**config.mk**
```make
export PLATFORM = sky130hd
export DESIGN_NAME = fetch_unit_flat
export DESIGN_NICKNAME = d
export VERILOG_FILES = /design/src/rtl/fetch_unit_if.sv /design/src/rtl/fetch_unit.sv /design/src/flat_wrapper.sv
export SDC_FILE = /design/constraint.sdc
export NUM_CORES = 1
export LEC_CHECK = 0
export BUFFER_PORTS_ARGS = -buffer_cell sky130_fd_sc_hd__buf_2
export CAP_MARGIN = 15
export CORE_ASPECT_RATIO = 1.5
export CORE_MARGIN = 2
export CORE_UTILIZATION = 42
export CTS_CLUSTER_SIZE = 24
export DETAILED_ROUTE_END_ITERATION = 6
export PLACE_DENSITY = 0.8
export SETUP_SLACK_MARGIN = 0.05
export SYNTH_ARGS = -nofsm -noshare
export SYNTH_HDL_FRONTEND = slang
export SYNTH_SLANG_ARGS = --single-unit
```
**constraint.sdc**
```tcl
create_clock -name clk -period 1.9 [get_ports clk]
set_clock_uncertainty 0.1 [all_clocks]
set_input_delay 0.38 -clock clk [delete_from_list [all_inputs] [get_ports clk]]
set_output_delay 0.38 -clock clk [all_outputs]
set_load 0.05 [all_outputs]
```
**src/rtl/fetch_unit_if.sv**
```systemverilog
// Fetch-stage bus bundle: instruction-memory request/response plus the IR
// handoff to decode/control. The master side is the fetch unit.
interface fetch_unit_if;
    logic        imem_req;
    logic [31:0] imem_addr;
    logic [31:0] imem_rdata;
    logic        imem_valid;
    logic [31:0] ir_out;
    logic [31:0] pc_out;
    logic        ir_valid;
    logic        ir_ready;

    modport master (
        output imem_req, imem_addr, ir_out, pc_out, ir_valid,
        input  imem_rdata, imem_valid, ir_ready
    );

    modport slave (
        input  imem_req, imem_addr, ir_out, pc_out, ir_valid,
        output imem_rdata, imem_valid, ir_ready
    );
endinterface

```
**src/rtl/fetch_unit.sv**
```systemverilog
// Instruction-fetch stage: PC, one-entry IR buffer, redirect/halt handling.
// Optional performance counters are enabled by defining FETCH_PERF_CNT_EN.
module fetch_unit #(
    parameter logic [31:0] RESET_PC = 32'h0000_0000,
    parameter logic [31:0] PC_INC   = 32'd4
) (
    input  logic         clk,
    input  logic         rst,
    fetch_unit_if.master bus,
    input  logic         redirect_valid,
    input  logic [31:0]  redirect_pc,
    input  logic         halt,
    input  logic         resume,
    output logic         misalign_err,
    output logic [31:0]  fetch_cnt,
    output logic [31:0]  stall_cnt
);

    typedef enum logic [0:0] {
        FETCH  = 1'b0,
        HALTED = 1'b1
    } state_t;

    localparam logic [31:0] NOP = 32'h0000_0013;

    state_t      state, state_next;
    logic [31:0] fetch_pc, fetch_pc_next;
    logic [31:0] ir_q, ir_next;
    logic [31:0] pc_q, pc_next;
    logic        ir_valid_q, ir_valid_next;
    logic        misalign_next;
    logic        req;
    logic        accept;

    // A request goes out only when the buffer is empty or drains this cycle.
    assign req    = !rst && (state == FETCH) && (!ir_valid_q || bus.ir_ready);
    assign accept = req && bus.imem_valid;

    assign bus.imem_req  = req;
    assign bus.imem_addr = fetch_pc;
    assign bus.ir_out    = ir_q;
    assign bus.pc_out    = pc_q;
    assign bus.ir_valid  = ir_valid_q;

    always_ff @(posedge clk) begin
        if (rst) begin
            state        <= FETCH;
            fetch_pc     <= RESET_PC;
            ir_q         <= NOP;
            pc_q         <= RESET_PC;
            ir_valid_q   <= 1'b0;
            misalign_err <= 1'b0;
        end else begin
            state        <= state_next;
            fetch_pc     <= fetch_pc_next;
            ir_q         <= ir_next;
            pc_q         <= pc_next;
            ir_valid_q   <= ir_valid_next;
            misalign_err <= misalign_next;
        end
    end

    // Redirect beats halt beats accept/consume; any flush discards the response.
    always_comb begin
        state_next    = state;
        fetch_pc_next = fetch_pc;
        ir_next       = ir_q;
        pc_next       = pc_q;
        ir_valid_next = ir_valid_q;
        misalign_next = misalign_err;
        case (state)
            FETCH: begin
                if (redirect_valid) begin
                    ir_valid_next = 1'b0;
                    if (redirect_pc[1:0] != 2'b00) begin
                        misalign_next = 1'b1;
                        state_next    = HALTED;
                    end else begin
                        fetch_pc_next = redirect_pc;
                    end
                end else if (halt) begin
                    state_next    = HALTED;
                    ir_valid_next = 1'b0;
                end else if (accept) begin
                    ir_next       = bus.imem_rdata;
                    pc_next       = fetch_pc;
                    ir_valid_next = 1'b1;
                    fetch_pc_next = fetch_pc + PC_INC;
                end else if (ir_valid_q && bus.ir_ready) begin
                    ir_valid_next = 1'b0;
                end
            end
            HALTED: begin
                ir_valid_next = 1'b0;
                if (resume && !misalign_err) begin
                    state_next = FETCH;
                end
            end
            default: begin
                state_next    = FETCH;
                ir_valid_next = 1'b0;
            end
        endcase
    end

`ifdef FETCH_PERF_CNT_EN
    logic [31:0] fetch_cnt_q;
    logic [31:0] stall_cnt_q;
    logic        accept_kept;
    logic        stalled;

    assign accept_kept = accept && (state == FETCH) && !redirect_valid && !halt;
    assign stalled     = (state == FETCH) && ir_valid_q && !bus.ir_ready;

    always_ff @(posedge clk) begin
        if (rst) begin
            fetch_cnt_q <= 32'd0;
            stall_cnt_q <= 32'd0;
        end else begin
            if (accept_kept) begin
                fetch_cnt_q <= fetch_cnt_q + 32'd1;
            end
            if (stalled) begin
                stall_cnt_q <= stall_cnt_q + 32'd1;
            end
        end
    end

    assign fetch_cnt = fetch_cnt_q;
    assign stall_cnt = stall_cnt_q;
`else
    assign fetch_cnt = 32'h0;
    assign stall_cnt = 32'h0;
`endif

endmodule

```
**src/flat_wrapper.sv**
```systemverilog
// flat-port wrapper written by rule: the top's interface ports become plain ports
module fetch_unit_flat 
#(
    parameter logic [31:0] RESET_PC = 32'h0000_0000,
    parameter logic [31:0] PC_INC   = 32'd4
)
  (clk, rst, redirect_valid, redirect_pc, halt, resume, misalign_err, fetch_cnt, stall_cnt, bus_imem_req, bus_imem_addr, bus_ir_out, bus_pc_out, bus_ir_valid, bus_imem_rdata, bus_imem_valid, bus_ir_ready);
  fetch_unit_if bus_i ();
  input  logic clk;
  input  logic rst;
  input  logic redirect_valid;
  input  logic [31:0] redirect_pc;
  input  logic halt;
  input  logic resume;
  output logic misalign_err;
  output logic [31:0] fetch_cnt;
  output logic [31:0] stall_cnt;
  output wire logic [$bits(bus_i.imem_req)-1:0] bus_imem_req;
  output wire logic [$bits(bus_i.imem_addr)-1:0] bus_imem_addr;
  output wire logic [$bits(bus_i.ir_out)-1:0] bus_ir_out;
  output wire logic [$bits(bus_i.pc_out)-1:0] bus_pc_out;
  output wire logic [$bits(bus_i.ir_valid)-1:0] bus_ir_valid;
  input wire logic [$bits(bus_i.imem_rdata)-1:0] bus_imem_rdata;
  input wire logic [$bits(bus_i.imem_valid)-1:0] bus_imem_valid;
  input wire logic [$bits(bus_i.ir_ready)-1:0] bus_ir_ready;
  assign bus_imem_req = bus_i.imem_req;
  assign bus_imem_addr = bus_i.imem_addr;
  assign bus_ir_out = bus_i.ir_out;
  assign bus_pc_out = bus_i.pc_out;
  assign bus_ir_valid = bus_i.ir_valid;
  assign bus_i.imem_rdata = bus_imem_rdata;
  assign bus_i.imem_valid = bus_imem_valid;
  assign bus_i.ir_ready = bus_ir_ready;
  fetch_unit #(.RESET_PC(RESET_PC), .PC_INC(PC_INC)) u_core (.clk(clk), .rst(rst), .bus(bus_i), .redirect_valid(redirect_valid), .redirect_pc(redirect_pc), .halt(halt), .resume(resume), .misalign_err(misalign_err), .fetch_cnt(fetch_cnt), .stall_cnt(stall_cnt));
endmodule
```
# Yosys cells after proc, flatten, opt, wreduce, memory -nomap -nowiden
# Index checks and enable logic that the tools add are counted.
op_classes:
  bitwise_logic: 3
  eq_ne: 3
  n_reduce_logical: 14
  n_mux: 14
  n_addsub: 1
op_table:
  columns: ["op", "n"]
  rows:
  - ["2-to-1 mux 32 bit", 4]
  - ["adder 32 x 3 -> 32 bit, second input constant", 1]
  - ["2-to-1 mux 1 bit", 8]
  - ["AND reduction 4 bit", 2]
  - ["logical AND 1 bit", 5]
  - ["inequality test 5 x 4 -> 1 bit, second input constant", 1]
  - ["inequality test 2 bit, second input constant", 2]
  - ["one-hot mux 1 bit (2 select lines)", 2]
  - ["nonzero test 2 bit", 2]
  - ["zero test 1 bit", 3]
  - ["inverter 1 bit", 3]
  - ["AND reduction 3 bit", 1]
  - ["logical OR 1 bit", 1]
word_totals:
  input_bits: 71
  elab_cells: 41
  reg_bits: 99
  output_inout_bits: 163

# Longest topological paths before layout
# Gate-level depths: netlist (run 1).
logic_depth:
  depth_word: 8
  ltp_mapped: 7
  mapped_depth_nobuf: 6

# Worst setup path before layout (run 1)
# Ideal clock, no wire load.
synth_path:
  kind: "register to register"
  start: "register u_core.fetch_pc[8], in the netlist u_core.bus.imem_addr[8]"
  end: "register u_core.fetch_pc[31], in the netlist u_core.bus.imem_addr[31]"
  stages_incl_launch_ff: 7
  slack_ns: -0.404
  synth_period_minus_slack_ns: 2.304
  n_path_buf: 1
  arrival_time_ns: 2.125
  required_ns: 1.721
  setup_time_ns: 0.079
  path_cell_list: "dfxtp_1 > buf_4 > nand4_2 > nor4_4 > nand4_2 > or4_1 > o211ai_1"
synth_between:
  elab_chain_cells: 4
synth_rtl:
  columns: ["element", "line_no", "rtl"]
  rows:
  - ["start: declaration", "fetch_unit.sv:27", "logic [31:0] fetch_pc, fetch_pc_next;"]
  - ["start signal: assignment", "fetch_unit.sv:55", "fetch_pc <= fetch_pc_next;"]
  - ["adder 32 x 3 -> 32 bit", "fetch_unit.sv:88", "fetch_pc_next = fetch_pc + PC_INC;"]
  - ["2-to-1 mux 32 bit", "fetch_unit.sv:84", "end else if (accept) begin"]
  - ["2-to-1 mux 32 bit", "fetch_unit.sv:81", "end else if (halt) begin"]
  - ["2-to-1 mux 32 bit", "fetch_unit.sv:73", "if (redirect_valid) begin"]
# No other way between the ends. The select of a mux whose other input is x is not followed.
# A chain may end at the register's enable or synchronous reset.

# Worst setup path in the final report (run 1)
layout_path:
  start: "register u_core.fetch_pc[13], in the netlist u_core.bus.imem_addr[13]"
  end: "register u_core.fetch_pc[19], in the netlist u_core.bus.imem_addr[19]"
# The elaborated chain is that of the path after synthesis.

==> impl_metrics.yaml, run 1 <==
floorplan:
  die_boundary_height_um: 136
  core_area_um2: 11500
  die-area_um2: 12600
  fp-row-count: 48
  dieWidth_um: 92.2
  initial_cell_density_of_the_core: 0.427
  io_pins: 234
synthesis:
  synth-main-ff-cell: "dfxtp_1"
  yosys_synthesis_warning_count: 0
  async_flop_share: 0
  synth_largest_area_cell: "dfxtp_1"
  yosys-top-cells-count: "nand2_1 (155), dfxtp_1 (99), a21oi_1 (78), buf_4 (70), nor2_1 (30)"
  ys_top_cells_by_area: "dfxtp_1 (40%), nand2_1 (12%), buf_4 (11%)"
  synth_top_area_frac: 0.404
  synthCells: 629
  synth.ff_latch_count: 99
  sequential_element_share_of_the_synthesized_area: 0.404
  synthesis.area_per_instance_um2: 7.79
  synth_enable_flop_cells: 0
  syn_area_um2: 4900
  yosysMostFrequentCell: "nand2_1"
  netlist-cell-type-count: 58
final_layout:
  num-fill-cells: 1054
  area_growth_syn_to_layout_pct: 37.3
  area.sequential_um2: 2030
  multi_input_comb_area_um2: 2670
  antenna_cells_inserted: 0
  layout_net_count: 907
  drive_gt1_frac: 0.389
drt:
  finalWirelength_um: 15400
  drt_first_iter_violations: 304
  vias_per_cell: 5.16
  wl_cell_um: 15.5
  drcViolationCount: 0
  postRouteAntennaNets: 0
  detailroute.via_count: 5111
  firstDrtPassIters: 5
critical_path:
  critPathBufInv: 2
  cp_slowest_stage_delay_ns: 0.34
  crit_required_ns: 2.04
  cp_data_arrival_time_ns: 2.02
  critical-path-slowest-cell: "dfxtp_4"
  path_cells: "nand4_1 > buf_4 > nor4_4 > buf_4 > a31oi_4 > o21a_1 > o21a_1"
  end_kind: "register"
  critical_path.startpoint_type: "register"
  setup.worst_path.class: "register to register"
  timing.critical_path.max_delay_family: "simple AND/OR/NAND/NOR gates"
  cp_max_fo: 4
clock_network:
  clock_latency_ns: 0.34
  numClockSinks: 99
  clock_tree_from_tritoncts: "built"
  maximum_clock_insertion_buffer_count: 2
  cts_inserted_buffers: 9
  clk_transition_reported_paths_ns: 0.07
  clock_tree.htree_level_count: 3
  clock_tree.root_cell: "clkbuf_16"
placement:
  detailed_place_hpwl_um: 10600
  finalWeightedCongestion: 0.883
  io_buffer_count: 169
  setup_slack_after_placement_ns: -0.229
sta:
  final_critical_path_setup_slack_ns: 0.0187
  slew-limit-headroom: 0.566
  final.hold.worst_slack_ns: 0.138
  final_min_period_over_clock_period: 0.990
  timing.final.max_slew_violations: 0
  report.final.setup_viol: 0
  tightestPinTransition_ns: 0.651
  unrepaired_setup_endpoints_after_global_routing: "yes"
  finalWorstPathRequiredPeriod_ns: 1.88
  highest_clock_rate_mhz: 532
  timing_hold_violations_final: 0
outcome:
  status: "completed"
global_route:
  grt_start_max_net_pins: 65
  grt_first_pass_wirelength_um: 22200
  via_count_of_the_first_global_routing_pass: 4475
  grt_remaining_overflow: 0
  grt_antenna_before_repair: 0
  grt_use_total: 0.222
power:
  p_leak_nw: 3.12
  pwrdens_nw_per_um2: 737
  peakVddDrop_mv: 0.492
flow_run:
  maxCapViolations: 0
hold_path:
  min_path_type: "primary input to register"
-- routing by layer --
layer,global-route usage,share of wire,up-vias
li1,-,-,2455
met2,0.391,0.52,255
met1,0.263,0.38,2375
met3,0.0377,0.068,26
met5,0,0,-
met4,0.103,0.027,0
-- area by class of cell --
| type | instances | share of cell area |
|---|---|---|
| repair buffers | 240 | 0.226 |
| clock inverters | 5 | 0.00836 |
| well taps | 150 | 0.0279 |
| clock buffers | 11 | 0.0375 |
| flip-flops and latches | 99 | 0.302 |
| multi-input cells | 481 | 0.396 |
| inverters | 4 | 0.00223 |
-- registers in the layout (all words and copies together), names as in the netlist --
signal	count
u_core.bus.pc_out	32
u_core.state	1
u_core.bus.ir_valid	1
u_core.bus.imem_addr	32
u_core.misalign_err	1
u_core.bus.ir_out	32
-- worst min-delay path, delay by kind of cell --
kind                   cells  cell delay [ns]
and+or+nand+nor            2             0.10
buffers and inverters      1             0.07
-- per-stage QoR --
| step | util | power [mW] | area [um^2] | setup TNS, ns | cells |
|---|---|---|---|---|---|
| 4_1_cts | 0.559 | 4.94 | 6410 | 0 | 983 |
| 6_report | 0.587 | 4.96 | 6730 | 0 | 990 |
| 2_1_floorplan | - | 2.91 | 5220 | -0.310 | 692 |
| 5_1_grt | 0.587 | 5.12 | 6730 | -0.0881 | 990 |
| 3_3_place_gp | 0.531 | 3.04 | 6090 | -9.90 | 967 |
| 3_5_place_dp | 0.531 | 3.05 | 6090 | -12.62 | 967 |
-- where the power goes --
part / switching, mW / total [mW] / internal, mW
logic: 0.679 / 0.906 / 0.227
clock network: 0.818 / 1.92 / 1.10
registers: 0.0331 / 2.14 / 2.11
-- final timing paths --
check / endpoint / cells after the start / slack [ns] / from
worst max-delay path: u_core.bus.imem_addr[19] / 7 / 0.02 / u_core.bus.imem_addr[13]
worst min-delay path: u_core.bus.ir_out[1] / 3 / 0.14 / bus_imem_rdata[1]
worst max register to register: u_core.bus.imem_addr[19] / 7 / 0.02 / u_core.bus.imem_addr[13]
worst min register to register: u_core.bus.pc_out[15] / 2 / 0.35 / u_core.bus.pc_out[15]
-- logic make-up (layout without fill, tap and decap cells) --
kind of cell / Yosys count / after routing / synth area share
other cells: 1 / 64 / 0.000765
mux: 5 / 5 / 0.0102
buf+inv: 112 / 260 / 0.142
simple gates: 267 / 267 / 0.261
compound gates: 144 / 144 / 0.179
flops: 99 / 99 / 0.404
fa+ha+maj: 1 / 1 / 0.00255
-- layout by cell type, fill, tap and decap left out, drive strengths merged, types with 7 or more instances in the layout --
cell type and count:
nor4 8, nand4 13, nand3 20, inv 7
nand2 155, nor3 8, nor2 30, dfxtp 99
o21ai 16, and3 15, a21oi 78, clkbuf 15
conb 64, a31oi 7, buf 236
-- what timing repair did --
action / 4_1_cts / 5_1_grt
buffers inserted: 0 / 2
gates resized for setup: 4 / 48
pin swaps: 1 / 30
hold buffers: 0 / 0
gates cloned: 0 / 5
setup endpoints to repair: 22 / 52
No activity file was read; power rests on OpenSTA's default activity.
==> inputs of run 2 (changes only) <==
Settings changed: RECOVER_POWER set to 50, SLEW_MARGIN set to 20.
==> run 2 against run 1 <==
  * Wire length rose by 0.79%
  * Worst setup slack about the same
  * Non-clock buffer count is the same
  * Clock-buffer cell count did not move
  * Utilization fell by 0.81 points
  * Final cell count did not move
  * Register-to-register slack about the same
  * Combinational power shrank 0.6%
  * Die area unchanged
  * Critical path type unchanged
  * Critical endpoint unchanged
==> impl_metrics.yaml, run 2 (same netlist as run 1, synthesis figures left out) <==
critical_path:
  cp_slowest_stage_delay_ns: 0.34
  regToRegSetupSlack_ns: 0.02
  crit-reg2reg-launch: "u_core.bus.imem_addr[13]"
  end_kind: "register"
  crit_required_ns: 2.04
  cp_max_fo: 4
  setup.worst_path.class: "register to register"
  critical_path.startpoint_type: "register"
  cp_data_arrival_time_ns: 2.02
  critical-path-slowest-cell: "dfxtp_4"
  worst_r2r_endpoint: "u_core.bus.imem_addr[19]"
  timing.reg2reg.worst_path_depth: 7
  critPathBufInv: 2
  timing.critical_path.max_delay_family: "simple AND/OR/NAND/NOR gates"
  path_cells: "nand4_1 > buf_4 > nor4_4 > buf_4 > a31oi_4 > o21a_1 > o21a_1"
final_layout:
  layout.cells.most_common_list: "nand2_1 (143), buf_2 (81), dfxtp_1 (79), clkbuf_1 (71), a21oi_1 (67)"
  postLayoutCellArea_um2: 6640
  final_cells: 990
  drive_gt1_frac: 0.304
  num-fill-cells: 1085
  final_common_cell: "nand2_1"
  layout_net_count: 907
  area_growth_syn_to_layout_pct: 35.5
  postLayoutCoreUtil: 0.579
  antenna_cells_inserted: 0
drt:
  wl_cell_um: 15.7
  detailroute.via_count: 5091
  m1WireLength_um: 5860
  detailroute.wirelength.met2_um: 8180
  dr_wl_met3_um: 1020
  finalWirelength_um: 15500
  drcViolationCount: 0
  postRouteAntennaNets: 0
  vias_per_cell: 5.14
  firstDrtPassIters: 4
  route.top_layer_used: "met4"
  drt_first_iter_violations: 288
sta:
  unrepaired_setup_endpoints_after_global_routing: "yes"
  final_min_period_over_clock_period: 0.990
  tightestPinTransition_ns: 0.669
  timing_hold_violations_final: 0
  timing.final.max_slew_violations: 0
  final.setup.tns_ns: 0
  highest_clock_rate_mhz: 532
  slew-limit-headroom: 0.556
  finalWorstPathRequiredPeriod_ns: 1.88
  report.final.setup_viol: 0
global_route:
  grt_remaining_overflow: 0
  grt_first_pass_wirelength_um: 22200
  grt_use_total: 0.222
  grt_antenna_before_repair: 0
  grt_start_max_net_pins: 65
  via_count_of_the_first_global_routing_pass: 4475
power:
  power_frac_comb: 0.182
  peakVddDrop_mv: 0.491
  clkPwrFrac: 0.386
  p_leak_nw: 2.81
  netSwitchingFraction: 0.309
  pwrdens_nw_per_um2: 747
  internal-power_mw: 3.43
  total_power_mw: 4.96
  share_seq_of_total_power: 0.432
  power_switching_mw: 1.53
clock_network:
  postCtsHoldBufs: 0
  cts_inserted_buffers: 9
  clk_transition_reported_paths_ns: 0.07
  numClockSinks: 99
  clock_latency_ns: 0.35
  clock_tree_from_tritoncts: "built"
  clock_tree.root_cell: "clkbuf_16"
  maximum_clock_insertion_buffer_count: 2
  clock_tree.htree_level_count: 3
outcome:
  status: "completed"
floorplan:
  initial_cell_density_of_the_core: 0.427
  die-area_um2: 12600
  io_pins: 234
  dieWidth_um: 92.2
  fp-row-count: 48
  die_boundary_height_um: 136
  core_area_um2: 11500
placement:
  dpl-instance-area_um2: 6090
  io_buffer_count: 169
  detailed_place_hpwl_um: 10600
  dpl.cell_count: 967
  finalWeightedCongestion: 0.883
hold_path:
  worst_hold_startpoint: "bus_imem_rdata[0]"
  min_path_cells: 3
  min_path_type: "primary input to register"
  holdPathEnd: "u_core.bus.ir_out[0]"
flow_run:
  maxCapViolations: 0
-- run 2: worst max-delay path by stage --
| stage | cells after the start | endpoint | start | slack [ns] |
|---|---|---|---|---|
| floorplan | 5 | u_core.bus.imem_addr[31] | u_core.bus.imem_addr[21] | -0.21 |
| global placement | 7 | u_core.bus.imem_addr[25] | redirect_valid | -0.26 |
| detailed placement | 7 | u_core.bus.imem_addr[25] | redirect_valid | -0.23 |
| CTS | 6 | u_core.bus.imem_addr[25] | u_core.state | 0.03 |
| global route | 7 | u_core.bus.imem_addr[19] | u_core.bus.imem_addr[13] | -0.03 |
| finish | 7 | u_core.bus.imem_addr[19] | u_core.bus.imem_addr[13] | 0.02 |
-- run 2: power by group through the flow --
stage / Sequential, mW / Clock, mW / Combinational [mW]
2_1_floorplan: 2.33 / 0 / 0.581
6_report: 2.14 / 1.91 / 0.901
4_1_cts: 2.14 / 1.94 / 0.864
3_5_place_dp: 2.19 / 0 / 0.861
3_3_place_gp: 2.19 / 0 / 0.855
5_1_grt: 2.15 / 2.02 / 0.950
-- run 2: what timing repair did --
action                                  in CTS  in global routing
setup buffers                                0                  2
cloned                                       0                  5
pin swaps                                    1                 30
gates resized for setup                      4                 48
endpoints found under the setup margin      22                 52
-- run 2: layout make-up --
class | count | area, um^2 | area share
Sequential cell | 99 | 2030 | 0.306
Timing Repair Buffer | 240 | 1430 | 0.216
Clock inverter | 5 | 56.3 | 0.00848
Inverter | 4 | 15.0 | 0.00226
Multi-Input combinational cell | 481 | 2670 | 0.402
Tap cell | 150 | 188 | 0.0283
Clock buffer | 11 | 253 | 0.0381
-- run 2: per-stage QoR --
step	worst slack, ns	hold WS [ns]
after floorplan	-0.211	0.404
after global placement	-0.259	0.338
after detailed placement	-0.229	0.343
after CTS	0.0348	0.136
after global routing	-0.0331	0.149
final	0.0187	0.136
-- run 2: metal layers --
metal  vias to the layer above  track usage
met5                         -            0
met4                         0        0.103
met3                        30       0.0377
met2                       228        0.391
met1                      2375        0.263
li1                       2458            -
-- run 2: worst reg2reg max path: stages (launching register included) --
cell and delay (ns):
dfxtp_4 0.34, nand4_1 0.16, buf_4 0.19, nor4_4 0.33, buf_4 0.21, a31oi_4 0.08, o21a_1 0.21, o21a_1 0.16
